===== src/rtl/seq_mul_pkg.sv =====
// Shared types, constants and helpers for the sequential shift-add multiplier.
// SEQ_MUL_SIGNED_EN selects the two's-complement (radix-2 Booth) build.
package seq_mul_pkg;

    typedef enum logic {
        IDLE = 1'b0,
        CALC = 1'b1
    } state_t;

    // Booth recoding of {q0, q_m1}; 2'b11 also means no operation
    localparam logic [1:0] BOOTH_NOP = 2'b00;
    localparam logic [1:0] BOOTH_ADD = 2'b01;
    localparam logic [1:0] BOOTH_SUB = 2'b10;

    function automatic int clog2(input int n);
        int r;
        r = 0;
        while ((1 << r) < n) r++;
        return r;
    endfunction

endpackage


===== src/rtl/seq_multiplier_if.sv =====
// start/ready handshake bundle between the datapath controller and the multiplier.
// The controller drives the master side; the multiplier is the slave.
interface seq_multiplier_if #(
    parameter int WIDTH = 8
);
    logic               start;
    logic [WIDTH-1:0]   a;
    logic [WIDTH-1:0]   b;
    logic               ready;
    logic [2*WIDTH-1:0] product;

    modport master (
        output start, a, b,
        input  ready, product
    );

    modport slave (
        input  start, a, b,
        output ready, product
    );
endinterface


===== src/rtl/seq_mul_datapath.sv =====
// Multiplicand register, guarded accumulator, add/sub and one-bit shifter.
// SEQ_MUL_SIGNED_EN adds the Booth bit and the subtract path.
module seq_mul_datapath
    import seq_mul_pkg::*;
#(
    parameter int WIDTH = 8
) (
    input  logic               clk,
    input  logic               rst,
    input  logic               load,
    input  logic               step,
    input  logic [WIDTH-1:0]   a,
    input  logic [WIDTH-1:0]   b,
    output logic [2*WIDTH-1:0] next_product
);

    logic [WIDTH-1:0] mcand_q;
    logic [WIDTH:0]   upper_q;
    logic [WIDTH-1:0] lower_q;
    logic [WIDTH:0]   upper_d;
    logic [WIDTH-1:0] lower_d;
    logic [WIDTH:0]   sum;

`ifdef SEQ_MUL_SIGNED_EN
    logic           q_m1_q;
    logic           q_m1_d;
    logic [WIDTH:0] mcand_ext;

    assign mcand_ext = {mcand_q[WIDTH-1], mcand_q};

    // Booth add/sub on the upper part, then arithmetic shift right
    always_comb begin
        sum = upper_q;
        case ({lower_q[0], q_m1_q})
            BOOTH_ADD: sum = upper_q + mcand_ext;
            BOOTH_SUB: sum = upper_q - mcand_ext;
            BOOTH_NOP: sum = upper_q;
            default:   sum = upper_q;
        endcase
        upper_d = {sum[WIDTH], sum[WIDTH:1]};
        lower_d = {sum[0], lower_q[WIDTH-1:1]};
        q_m1_d  = lower_q[0];
    end

    // Booth bit register
    always_ff @(posedge clk or negedge rst) begin
        if (!rst) begin
            q_m1_q <= 1'b0;
        end else if (load) begin
            q_m1_q <= 1'b0;
        end else if (step) begin
            q_m1_q <= q_m1_d;
        end
    end
`else
    // Conditional add of the multiplicand, then logical shift right
    always_comb begin
        sum = upper_q;
        if (lower_q[0]) begin
            sum = upper_q + {1'b0, mcand_q};
        end
        upper_d = {1'b0, sum[WIDTH:1]};
        lower_d = {sum[0], lower_q[WIDTH-1:1]};
    end
`endif

    // Operand capture on accept, one iteration per busy cycle
    always_ff @(posedge clk or negedge rst) begin
        if (!rst) begin
            mcand_q <= '0;
            upper_q <= '0;
            lower_q <= '0;
        end else if (load) begin
            mcand_q <= a;
            upper_q <= '0;
            lower_q <= b;
        end else if (step) begin
            upper_q <= upper_d;
            lower_q <= lower_d;
        end
    end

    // Value the accumulator takes after the current iteration
    assign next_product = {upper_d[WIDTH-1:0], lower_d};

endmodule


===== src/rtl/seq_multiplier.sv =====
// Multi-cycle shift-add multiplier behind a start/ready handshake.
// SEQ_MUL_SIGNED_EN selects signed Booth operation; default is unsigned.
module seq_multiplier
    import seq_mul_pkg::*;
#(
    parameter int WIDTH = 8
) (
    input  logic            clk,
    input  logic            rst,
    seq_multiplier_if.slave bus
);

    localparam int             CW   = (clog2(WIDTH) < 1) ? 1 : clog2(WIDTH);
    localparam logic [CW-1:0]  LAST = CW'(WIDTH - 1);

    state_t               state_q;
    state_t               state_d;
    logic [CW-1:0]        cnt_q;
    logic [2*WIDTH-1:0]   product_q;
    logic [2*WIDTH-1:0]   next_product;
    logic                 load;
    logic                 step;
    logic                 done;

    // State register
    always_ff @(posedge clk or negedge rst) begin
        if (!rst) begin
            state_q <= IDLE;
        end else begin
            state_q <= state_d;
        end
    end

    // Next state and datapath controls; start is ignored while busy
    always_comb begin
        state_d = state_q;
        load    = 1'b0;
        step    = 1'b0;
        done    = 1'b0;
        unique case (state_q)
            IDLE: begin
                if (bus.start) begin
                    load    = 1'b1;
                    state_d = CALC;
                end
            end
            CALC: begin
                step = 1'b1;
                if (cnt_q == LAST) begin
                    done    = 1'b1;
                    state_d = IDLE;
                end
            end
            default: state_d = IDLE;
        endcase
    end

    // Iteration counter and held result, loaded only on completion
    always_ff @(posedge clk or negedge rst) begin
        if (!rst) begin
            cnt_q     <= '0;
            product_q <= '0;
        end else begin
            if (load || done) begin
                cnt_q <= '0;
            end else if (step) begin
                cnt_q <= cnt_q + 1'b1;
            end
            if (done) begin
                product_q <= next_product;
            end
        end
    end

    seq_mul_datapath #(
        .WIDTH (WIDTH)
    ) u_datapath (
        .clk          (clk),
        .rst          (rst),
        .load         (load),
        .step         (step),
        .a            (bus.a),
        .b            (bus.b),
        .next_product (next_product)
    );

    assign bus.ready   = (state_q == IDLE);
    assign bus.product = product_q;

endmodule


===== src/flat_wrapper.sv =====
// flat-port wrapper written by rule: the top's interface ports become plain ports
module seq_multiplier_flat import seq_mul_pkg::*;
#(
    parameter int WIDTH = 8
)
  (clk, rst, bus_start, bus_a, bus_b, bus_ready, bus_product);
  seq_multiplier_if #(.WIDTH(WIDTH)) bus_i ();
  input  logic clk;
  input  logic rst;
  input wire logic [$bits(bus_i.start)-1:0] bus_start;
  input wire logic [$bits(bus_i.a)-1:0] bus_a;
  input wire logic [$bits(bus_i.b)-1:0] bus_b;
  output wire logic [$bits(bus_i.ready)-1:0] bus_ready;
  output wire logic [$bits(bus_i.product)-1:0] bus_product;
  assign bus_i.start = bus_start;
  assign bus_i.a = bus_a;
  assign bus_i.b = bus_b;
  assign bus_ready = bus_i.ready;
  assign bus_product = bus_i.product;
  seq_multiplier #(.WIDTH(WIDTH)) u_core (.clk(clk), .rst(rst), .bus(bus_i));
endmodule

===== config.mk =====
export PLATFORM = sky130hd
export DESIGN_NAME = seq_multiplier_flat
export DESIGN_NICKNAME = d
export VERILOG_FILES = /design/src/rtl/seq_mul_pkg.sv /design/src/rtl/seq_multiplier_if.sv /design/src/rtl/seq_mul_datapath.sv /design/src/rtl/seq_multiplier.sv /design/src/flat_wrapper.sv
export SDC_FILE = /design/constraint.sdc
export NUM_CORES = 1
export LEC_CHECK = 0
export ABC_AREA = 1
export ABC_CLOCK_PERIOD_IN_PS = 1800
export CAP_MARGIN = 20
export CORE_MARGIN = 8
export CORE_UTILIZATION = 51
export CTS_BUF_LIST = sky130_fd_sc_hd__clkbuf_8
export DETAILED_ROUTE_END_ITERATION = 8
export GPL_TIMING_DRIVEN = 0
export PLACE_DENSITY_LB_ADDON = 0.2
export SYNTH_ARGS = -nofsm -noshare
export SYNTH_HDL_FRONTEND = slang
export SYNTH_HIERARCHICAL = 1
export SYNTH_SLANG_ARGS = --single-unit

===== constraint.sdc =====
create_clock -name clk -period 1.8 [get_ports clk]
set_input_delay 0.36 -clock clk [delete_from_list [all_inputs] [get_ports clk]]
set_output_delay 0.36 -clock clk [all_outputs]
set_load 0.01 [all_outputs]

## After elaboration in Yosys (flattened, before gate mapping)

Cells that the tools add are included.
W data, S select, Z words.

- Input bits: 19
- Output and inout bits: 17
- Register bits after elaboration: 45
- Logic and storage cells: 27

- Add/sub/neg operators: 2
- Equality and inequality tests: 1
- Mux-type cells: 14
- Bitwise operators: 1
- Reductions and logical operators: 3

Operators by type and width:

| cell | number |
|---|---|
| $mux W9 | 3 |
| $mux W8 | 2 |
| $add A9 B8 Y9 | 1 |
| $mux W1 | 6 |
| $mux W3 | 2 |
| $reduce_bool A2 Y1 | 2 |
| $add A3 B1 Y3 const B | 1 |
| $eq A3 B3 Y1 const B | 1 |
| $pmux W1 S2 | 1 |
| $logic_or A1 B1 Y1 | 1 |
| $not A1 Y1 | 1 |

## Depth between registers and ports, before layout

Gate-level depths: netlist (run 1).

- Depth after elaboration: 5
- Depth in mapped cells: 11
- Depth with buffers taken out: 11

## Hierarchy

The synthesis (run 1) kept the hierarchy.

By module, submodules not included:

| module | times used | seq. area each (um^2) | cells each | area each (um^2) |
|---|---|---|---|---|
| seq_mul_datapath | 1 | 600.6 | 182 | 1,539.0 |
| seq_multiplier | 1 | 500.5 | 94 | 885.8 |

## Least setup slack after synthesis (run 1)

No wires, ideal clock.

- Path kind: reg2reg
- Start point: register u_core.u_datapath.mcand_q[0]
- End point: register u_core.product_q[15], in the netlist u_core/bus.product[15]
- Setup slack: 0.049 ns
- Data required time: 1.683 ns
- Arrival: 1.634 ns
- Path buffers: 0
- Stages on the path, launching flop included: 12
- Clock period less this slack: 1.751 ns
- Setup time: 0.117 ns
- Cells stage by stage: dfrtp_1 > ha_1 > fa_1 > nand2_1 > nand2_2 > nand3b_1 > nand2_1 > nand2_1 > nand3_2 > and2_1 > nand3_1 > nand2_1

- Word-level cells in the longest chain between the ends: 2

Ends and longest elaborated chain:

| what | line | text |
|---|---|---|
| start, declared | seq_mul_datapath.sv:17 | `logic [WIDTH-1:0] mcand_q;` |
| start signal, assigned | seq_mul_datapath.sv:70 | `mcand_q <= '0;` |
| start signal, assigned | seq_mul_datapath.sv:74 | `mcand_q <= a;` |
| $add A9 B8 Y9 | seq_mul_datapath.sv:60 | `sum = upper_q + {1'b0, mcand_q};` |
| $mux W9 | seq_mul_datapath.sv:59 | `if (lower_q[0]) begin` |
| net u_core.next_product[15] | seq_multiplier.sv:20 | `logic [2*WIDTH-1:0] next_product;` |
| end signal, assigned | seq_multiplier.sv:70 | `product_q <= next_product;` |
| end, declared | seq_multiplier.sv:19 | `logic [2*WIDTH-1:0] product_q;` |

The timed path passes the listed nets, and every way through them passes these cells.
A chain may end at the register's enable or synchronous reset.

## Final worst setup path (run 1)

- Start point: register u_core.u_datapath.mcand_q[0]
- End point: register u_core.product_q[13], in the netlist u_core/bus.product[13]

The elaborated chain is that of the path after synthesis.

==> results of run 1 <==
-- stage by stage --
step / setup WS (ps) / cell area [um2] / setup TNS, ps / total power (uW)
3_3_place_gp: -835.2 / 2843 / -37680 / 4754
5_1_grt: -131.1 / 3060 / -267.8 / 6319
6_report: -33.94 / 3060 / -33.94 / 5773
3_5_place_dp: -168.9 / 2858 / -1119 / 4848
2_1_floorplan: 49.46 / 2425 / 0 / 3933
4_1_cts: -56.76 / 3022 / -56.76 / 5686
-- registers in the layout, summed over array words and instances, names as in the netlist --
name / cells
u_core/u_datapath/mcand_q: 8
u_core/u_datapath/lower_q: 8
u_core/bus.product: 16
u_core/u_datapath/upper_q: 8
u_core/cnt_q: 3
u_core/state_q: 1
-- cells by family after synthesis --
logic type                 share of synthesized area (%)
xor gates and xnor gates                          0.3613
DFF                                                45.41
muxes                                              3.715
buffers and inverters                              9.597
AOI/OAI and AO/OA                                  4.179
adders and majority gates                          5.986
and+or+nand+nor                                    30.75
-- worst paths after layout --
check	startpoint	endpoint	slack, ps	depth (start not counted)
worst max-delay path	u_core/u_datapath/mcand_q[0]	u_core/bus.product[13]	-30	11
worst max register to register	u_core/u_datapath/mcand_q[0]	u_core/bus.product[13]	-30	11
worst min-delay path	u_core/bus.product[3]	u_core/bus.product[3]	470	2
max in group asynchronous	rst	u_core/u_datapath/lower_q[0]	820	3
worst min register to register	u_core/bus.product[3]	u_core/bus.product[3]	470	2
min in group asynchronous	rst	u_core/u_datapath/upper_q[1]	500	2
-- per-layer routing --
layer	part of all wire [%]	up-vias	global-route usage (%)
met3	4.7	4	4.151
met2	49	38	24.50
li1	-	977	-
met5	0	-	0
met1	46	915	19.23
met4	0.67	0	3.560
-- area by class of cell --
class                      instances  area, um2
sequential                        44       1101
timing repair buffer              43      419.2
tap                               54      67.56
multi-input combinational        195       1126
buffer                            18      167.7
fill                             398       1600
inverter                          19      71.32
clock buffer                       5      68.82
clock inverter                     3      38.79
-- power groups by stage --
stage | Clock [uW] | Sequential (uW) | Combinational, uW
6_report | 732 | 1790 | 3250
3_5_place_dp | 0 | 1800 | 3040
2_1_floorplan | 0 | 1810 | 2120
5_1_grt | 809 | 1860 | 3650
4_1_cts | 758 | 1790 | 3140
3_3_place_gp | 0 | 1790 | 2970
-- tightest hold or removal path, delay by kind of cell (launching register included) --
kind	cells	cell delay, ps
DFF	1	350
and+or+nand+nor	2	90
-- synthesized netlist by cell type --
cell and instances:
mux2_2 8, buf_4 10, nor2_1 7, clkbuf_8 1, o21ai_0 6, nand3_2 4, nand2_2 3, nand3b_2 1
a21oi_2 1, and2_1 4, buf_6 6, or2_4 1, a31oi_2 2, nor2_4 2, ha_1 10, nand2_8 1
xnor2_1 1, o211ai_1 1, buf_2 1, a21oi_1 3, nand3_1 35, or2_2 3, fa_1 1, inv_1 19
nand3b_1 2, nand2_1 97, dfrtp_1 44, a22oi_1 2
-- timing repair --
item                       in CTS  in global routing
pin swaps                       4                  8
gates cloned                    0                  0
hold buffers                    1                  0
hold endpoints to repair       14                  0
setup endpoints to repair       7                 12
resized for setup               7                  6
setup buffers                   3                  3
==> out/results.tsv, run 1 <==
metric	value	unit
H-tree depth	2	
CP required	1990	ps
FMAX	545.3	MHz
Critical Path Fanout Max	2	
CP endpoint kind	register	
sequential cell area fraction in the yosys report	45.41	%
final setup margin	-33.94	ps
die area	7217	um2
RSZ-0062 raised after global routing	true	
pwr/cell area	1886	nW/um2
min Tclk post-route	1834	ps
first-pass GRT wire length	8921	um
critical-path cell list	ha_4, fa_2, nand2_2, nand2_2, nand3b_1, nand2_1, nand2_1, nand3_2, and2_4, nand3_2, nand2_1	
clock skew	8.084	ps
Comb power frac	56.3	%
vias per cell	5.076	
Max clock buf depth	2	
final wirelength	5109	um
NumNets Final	356	
Net Sw Power	2330	uW
failing checks	negative setup slack	
area added between synthesis and finish	26.21	%
vias in the first global route	1954	
Placement Rows	25	
Post-Syn Area per Cell	8.786	um2
CTS Buf Count	5	
gpl congestion	0.8372	
CTS tree	yes	
#FFs+latches synth	44	
DRT antenna net count	0	
most frequent cells in the layout	nand2_1, dfrtp_1, clkdlybuf4s50_1, nand3_1, inv_1	
1st-iter DRT viols	98	
PortBufs	35	
Final Non-Filler Cells	381	
GR Util All Layers	15.06	%
vias	1934	
largest net degree at the start of global routing	31	
top-area cell type share of the netlist area	45.41	%
die height	84.96	um
clk sinks	44	
Synth warnings	6	
Final setup viols	1	
Unique masters post-synth	28	
Fin. Hold Viols	0	
clock root cell	clkbuf_8	
Max-Cap Viols	0	
Reg clk slew, reported paths	80	ps
max-slew violations	0	
CP Class	reg2reg	
antenna cell count	0	
io pins	36	
CP bufs+invs	0	
share of layout cells above drive strength 1	20.49	%
Worst Path Arrival	2020	ps
post-DP HPWL	3837	um
Synth area leader	dfrtp_1	
commonest non-fill, non-tap cell in the layout	nand2_1	
total gr overflow	0	
Placed Cells	366	
initial antenna violation count	0	
Worst-Skew Late Latency	290	ps
utilization of the core after routing	65.66	%
kind of cell adding the most delay to the critical path	simple AND/OR/NAND/NOR gates	
Die Width	84.96	um
Critical-path top delay cell	dfrtp_1	
Synth area leaders	dfrtp_1, nand2_1, nand3_1	
leakage	0.001541	uW
DRC Markers	0	
Avg WL per Cell	13.41	um
fin crit share	101.9	%
max_slew headroom	74.73	%
delay of the slowest cell on the worst path	420	ps
worst slew pin tran	375.1	ps
initial core utilization	52.03	%
DR pass1 iterations	4	
Synth Cell Area	2425	um2
switching fraction of total power	40.37	%
power share of the clock group	12.7	%
post-synthesis instance total	276	
outcome	finished, violations left	
CP most frequent cell	nand2_1	
cell internal pwr	3443	uW
Core ar.	4661	um2
CP startpoint kind	register	
fraction of power consumed by sequential logic	31.0	%
Syn Nets	306	
VDD IR max	769.6	uV
Hold Path Class	reg2reg	
smallest hold slack	474.9	ps
No activity file was read; power rests on OpenSTA's default activity.
==> inputs of run 2 (changes only) <==
--- a/config.mk
+++ b/config.mk
@@ -12,7 +12,6 @@
 export CORE_UTILIZATION = 51
 export CTS_BUF_LIST = sky130_fd_sc_hd__clkbuf_8
 export DETAILED_ROUTE_END_ITERATION = 8
-export GPL_TIMING_DRIVEN = 0
 export PLACE_DENSITY_LB_ADDON = 0.2
 export SYNTH_ARGS = -nofsm -noshare
 export SYNTH_HDL_FRONTEND = slang
==> run 2 against run 1 <==
  * The run now ends clean
  * Final area decreased by 3.4%
  * Clock skew is 3.5 ps lower
  * Worst setup slack better by 50 ps
  * Clock power down 3.4%
  * First-iteration DRC count shrank 8.2%
  * Sequential share of layout area is 1.3 points higher
  * Sequential cell count stayed put
  * Largest cell class unchanged
  * Critical path depth unchanged
  * Total power down 1.4%
  * Combinational power down 4%
  * Clock-buffer cell count did not move
  * Utilization fell by 2.3 points
==> out/results.tsv, run 2 (same netlist as run 1, synthesis figures left out) <==
metric	value	unit
outcome	finished clean	
die height	84.96	um
gpl congestion	0.8567	
commonest non-fill, non-tap cell in the layout	nand2_1	
Die Width	84.96	um
critical-path cell list	ha_2, fa_2, nand2_2, nand2_2, nand3b_1, nand2_1, nand2_1, nand3_2, and2_4, nand3_2, nand2_1	
Sequential Area	1101	um2
smallest hold slack	138.7	ps
die area	7217	um2
initial antenna violation count	0	
CTS Buf Count	5	
io pins	36	
DR pass1 iterations	4	
Critical Path Fanout Max	2	
pwr/cell area	1926	nW/um2
Placement Rows	25	
Max-Cap Viols	0	
antenna cell count	0	
fin crit share	99.08	%
DRC Markers	0	
CTS tree	yes	
CP required	1980	ps
leakage	0.001448	uW
pre-CTS WS	-54.00	ps
Max clock buf depth	2	
CP Class	reg2reg	
Final setup viols	0	
worst slew pin tran	609.6	ps
CP endpoint kind	register	
share of layout cells above drive strength 1	17.74	%
clock root cell	clkbuf_8	
area occupied by multi-input gates	1164	um2
vias in the first global route	1853	
largest net degree at the start of global routing	45	
final wirelength	4861	um
VDD IR max	805.5	uV
CP most frequent cell	nand2_1	
FMAX	560.7	MHz
kind of cell adding the most delay to the critical path	simple AND/OR/NAND/NOR gates	
Fin. Hold Viols	0	
initial core utilization	52.03	%
cell area after placement	2784	um2
area added between synthesis and finish	21.88	%
Hold Path Class	in2async	
Critical-path top delay cell	dfrtp_1	
filler instances	407	
Worst Path Arrival	1970	ps
PortBufs	35	
vias	1837	
vias per cell	5.047	
Post-Layout Inst Area	2955	um2
Setup TNS	0	ps
metal2 WL	2222	um
Core ar.	4661	um2
H-tree depth	2	
max_slew headroom	59.36	%
total gr overflow	0	
delay of the slowest cell on the worst path	400	ps
met3 wire len	294	um
clock skew	4.610	ps
max-slew violations	0	
M1 WL	2298	um
final setup margin	16.49	ps
post-DP HPWL	3584	um
min Tclk post-route	1784	ps
first-pass GRT wire length	8493	um
Reg clk slew, reported paths	70	ps
RSZ-0062 raised after global routing	true	
NumNets Final	341	
Top Layer Used	met4	
DRT antenna net count	0	
Largest register FFs	16	
GR Util All Layers	14.50	%
most frequent cells in the layout	nand2_1, dfrtp_1, clkdlybuf4s50_1	
1st-iter DRT viols	90	
CP startpoint kind	register	
CP bufs+invs	0	
Avg WL per Cell	13.35	um
clk sinks	44	
Worst-Skew Late Latency	290	ps
CTS Hold Buffers Added	0	
[run 2: cell count changes in the layout (fill, tap and decap cells not counted), sizes merged]
cell,delta
clkbuf,-1
dlygate4sd3,-1
clkinv,-1
dlygate4sd2,-1
inv,-1
clkdlybuf4s50,+1
buf,-13
[run 2: worst reg2reg max path, cell delays in order, from the launching register on]
cell      delay (ps)
dfrtp_1          400
ha_2             190
fa_2             350
nand2_2           70
nand2_2           50
nand3b_1         100
nand2_1           80
nand2_1           80
nand3_2           60
and2_4           170
nand3_2           60
nand2_1           60
[run 2: area by class of cell]
cell class	count	area share [%]
inverter	19	2.413
clock buffer	5	2.329
sequential	44	37.26
timing repair buffer	46	15.33
tap	54	2.286
multi-input combinational	195	39.37
clock inverter	1	1.016
[run 2: layer usage]
layer | vias to the layer above | track usage (%)
met1 | 849 | 18.97
met2 | 42 | 21.38
li1 | 942 | -
met4 | 0 | 5.178
met3 | 4 | 5.212
met5 | - | 0
[run 2: per-stage QoR]
stage	power [uW]	util [%]	instances
3_3_place_gp	4703	59.73	358
6_report	5692	63.41	364
5_1_grt	6236	63.41	364
2_1_floorplan	3933	-	276
4_1_cts	5509	61.96	364
3_5_place_dp	4778	59.73	358
[run 2: power breakdown]
part	internal [uW]	total (uW)	switching, uW
clock network	398	707	309
logic	1530	3120	1590
registers	1460	1860	400
[run 2: final timing paths]
| check | start | cells past startpoint | endpoint | slack [ps] |
|---|---|---|---|---|
| worst max-delay path | u_core/u_datapath/upper_q[0] | 11 | u_core/bus.product[13] | 20 |
| worst min-delay path | rst | 2 | u_core/bus.product[9] | 140 |
| worst max register to register | u_core/u_datapath/upper_q[0] | 11 | u_core/bus.product[13] | 20 |
| worst min register to register | u_core/bus.product[11] | 2 | u_core/bus.product[11] | 470 |
| max in group asynchronous | rst | 2 | u_core/bus.product[6] | 1280 |
| min in group clk | u_core/bus.product[11] | 2 | u_core/bus.product[11] | 470 |
[run 2: what timing repair did]
item / CTS / global route
endpoints found under the hold margin: 0 / 0
pin swaps: 0 / 1
cloned: 0 / 0
setup endpoints to repair: 3 / 7
gates resized for setup: 2 / 10
setup buffers: 0 / 0
==> inputs of run 3 (changes only) <==
--- a/config.mk
+++ b/config.mk
@@ -9,11 +9,10 @@
 export ABC_CLOCK_PERIOD_IN_PS = 1800
 export CAP_MARGIN = 20
 export CORE_MARGIN = 8
-export CORE_UTILIZATION = 51
+export CORE_UTILIZATION = 49
 export CTS_BUF_LIST = sky130_fd_sc_hd__clkbuf_8
 export DETAILED_ROUTE_END_ITERATION = 8
 export PLACE_DENSITY_LB_ADDON = 0.2
 export SYNTH_ARGS = -nofsm -noshare
 export SYNTH_HDL_FRONTEND = slang
-export SYNTH_HIERARCHICAL = 1
 export SYNTH_SLANG_ARGS = --single-unit
==> run 3 against run 2 <==
  * Maximum frequency is 3.7% higher
  * Synthesized cell count fell by 9.1%
  * Sequential power is 5% lower
  * Critical path type unchanged
  * Highest routed layer unchanged
==> out/results.tsv, run 3 <==
metric	value	unit
outcome	finished clean	
VDD IR max	790.1	uV
Reg clk slew, reported paths	80	ps
Synth area leader	dfrtp_1	
vias	1776	
initial core utilization	50.26	%
Max clock buf depth	2	
Max-Cap Viols	0	
die area	6785	um2
max_slew headroom	65.26	%
EDFF count, synth	0	
Synth warnings	0	
vias per cell	5.133	
Hold Path Class	in2async	
most frequent cells in the layout	nand2_1, dfrtp_1, clkdlybuf4s50_1	
final wirelength	4943	um
fin crit share	95.58	%
vias in the first global route	1873	
mux cell area share after synthesis	0	%
GR Util All Layers	16.08	%
sequential cell area fraction in the yosys report	51.01	%
RSZ-0062 raised after global routing	true	
critical-path cell list	ha_2, fa_2, nand2_2, nand2_2, nand3b_1, nand2_1, nand2_1, nand3_2, nand3_1, nand2_1	
Syn Nets	281	
H-tree depth	2	
CP endpoint kind	register	
Core ar.	4294	um2
delay of the slowest cell on the worst path	390	ps
CP startpoint kind	register	
1st-iter DRT viols	88	
area added between synthesis and finish	27.59	%
CP Class	reg2reg	
Post-Syn Area per Cell	8.599	um2
Placement Rows	24	
clk sinks	44	
share of layout cells above drive strength 1	11.56	%
count leader, synth	nand2_1	
final setup margin	79.50	ps
die height	82.37	um
worst slew pin tran	521.0	ps
smallest hold slack	25.78	ps
post-synthesis simple-gate area fraction	26.55	%
first-pass GRT wire length	8390	um
initial antenna violation count	0	
DRC Markers	0	
Worst-Skew Late Latency	300	ps
end of the worst register-to-register path	u_core.bus.product[13]	
Worst Path Arrival	1920	ps
CP most frequent cell	nand2_1	
XOR/XNOR Fraction of Synth Area	0	%
Synth Flop Type	dfrtp_1	
post-DP HPWL	3585	um
top-area cell type share of the netlist area	51.01	%
post-synthesis instance total	251	
Synth Cell Area	2158	um2
pwr/cell area	1859	nW/um2
Compound-Gate Fraction of Synth Area	9.507	%
Unique masters post-synth	27	
Post-synth top cells	nand2_1, dfrtp_1, inv_1, nand3_1, ha_1	
Worst R2R Setup Slack	80	ps
PortBufs	35	
min Tclk post-route	1720	ps
Critical Path Fanout Max	3	
Final Power	5120	uW
DRT antenna net count	0	
Final setup viols	0	
Largest register FFs	16	
Worst R2R Start	u_core.u_datapath.upper_q[0]	
CTS tree	yes	
Synth area leaders	dfrtp_1, nand2_1, ha_1	
FMAX	581.2	MHz
Reg2Reg Depth	10	
Avg WL per Cell	14.29	um
Fin. Hold Viols	0	
clock skew	6.347	ps
DR pass1 iterations	4	
largest net degree at the start of global routing	24	
NumNets Final	324	
CTS Buf Count	5	
CP required	2000	ps
Die Width	82.37	um
clock root cell	clkbuf_8	
leakage	0.001362	uW
commonest non-fill, non-tap cell in the layout	nand2_1	
gpl congestion	0.8210	
CTS Hold Buffers Added	0	
total gr overflow	0	
ys async rst share	100.0	%
io pins	36	
filler instances	379	
largest family of logic cells by synthesized area	simple AND/OR/NAND/NOR gates	
Critical-path top delay cell	dfrtp_1	
#FFs+latches synth	44	
Post-Synth Adder-Cell Area	6.725	%
max-slew violations	0	
antenna cell count	0	
pre-CTS WS	26.41	ps
run 3: report_power, final:
group          internal (uW)  leakage, uW  switching (uW)  total (uW)
Sequential              1440     0.000554             313        1760
Clock                    546    0.0000642             340         886
Combinational           1130     0.000744            1350        2480
Total                   3120      0.00136            2000        5120
run 3: timing repair:
item                       CTS  global route
setup endpoints to repair    1             5
resized for setup            1             7
setup buffers                0             2
pin swaps                    0             9
run 3: worst max-delay path: cells and delay by family, from the launching register on:
family | cells | cell delay [ps]
adders and majority gates | 2 | 570
and+or+nand+nor | 8 | 650
DFF | 1 | 390
run 3: cells by family (layout without fill, tap and decap cells):
| family | Yosys count | after routing |
|---|---|---|
| AND/OR/NAND/NOR | 133 | 133 |
| flip-flops | 44 | 44 |
| AO/OA/AOI/OAI | 33 | 33 |
| buffers and inverters | 30 | 73 |
| adder cells (fa/ha/maj) | 11 | 11 |
run 3: metal layers:
metal / GRT usage, % / part of all wire [%]
met1: 18.71 / 44
met2: 27.41 / 50
met3: 4.978 / 5.5
met4: 5.439 / 0.93
met5: 0 / 0
run 3: how the worst max path moves through the flow:
stage | start | endpoint | slack, ps
after floorplan | u_core.u_datapath.mcand_q[0] | u_core.bus.product[15] | 190
after global placement | u_core.u_datapath.mcand_q[0] | u_core.bus.product[13] | 70
after detailed placement | u_core.u_datapath.mcand_q[0] | u_core.bus.product[13] | 30
after CTS | u_core.u_datapath.mcand_q[0] | u_core.bus.product[13] | 50
after global routing | u_core.u_datapath.mcand_q[0] | u_core.u_datapath.upper_q[5] | -40
final | u_core.u_datapath.upper_q[0] | u_core.bus.product[13] | 80
run 3: stage by stage:
stage | cell area, um2 | setup TNS (ps) | std cells | utilization [%]
after floorplan | 2158 | 0 | 251 | -
after detailed placement | 2580 | 0 | 337 | 60.08
after global placement | 2580 | 0 | 337 | 60.08
final | 2754 | 0 | 346 | 64.13
after CTS | 2711 | 0 | 344 | 63.14
after global routing | 2754 | -87.95 | 346 | 64.13
run 3: area by class of cell:
class	count	area [um2]	area share (%)
clock inverter	2	60.06	2.181
tap	52	65.06	2.363
multi-input combinational	177	953.4	34.62
clock buffer	5	68.82	2.499
timing repair buffer	42	410.4	14.90
inverter	24	95.09	3.453
sequential	44	1101	39.98
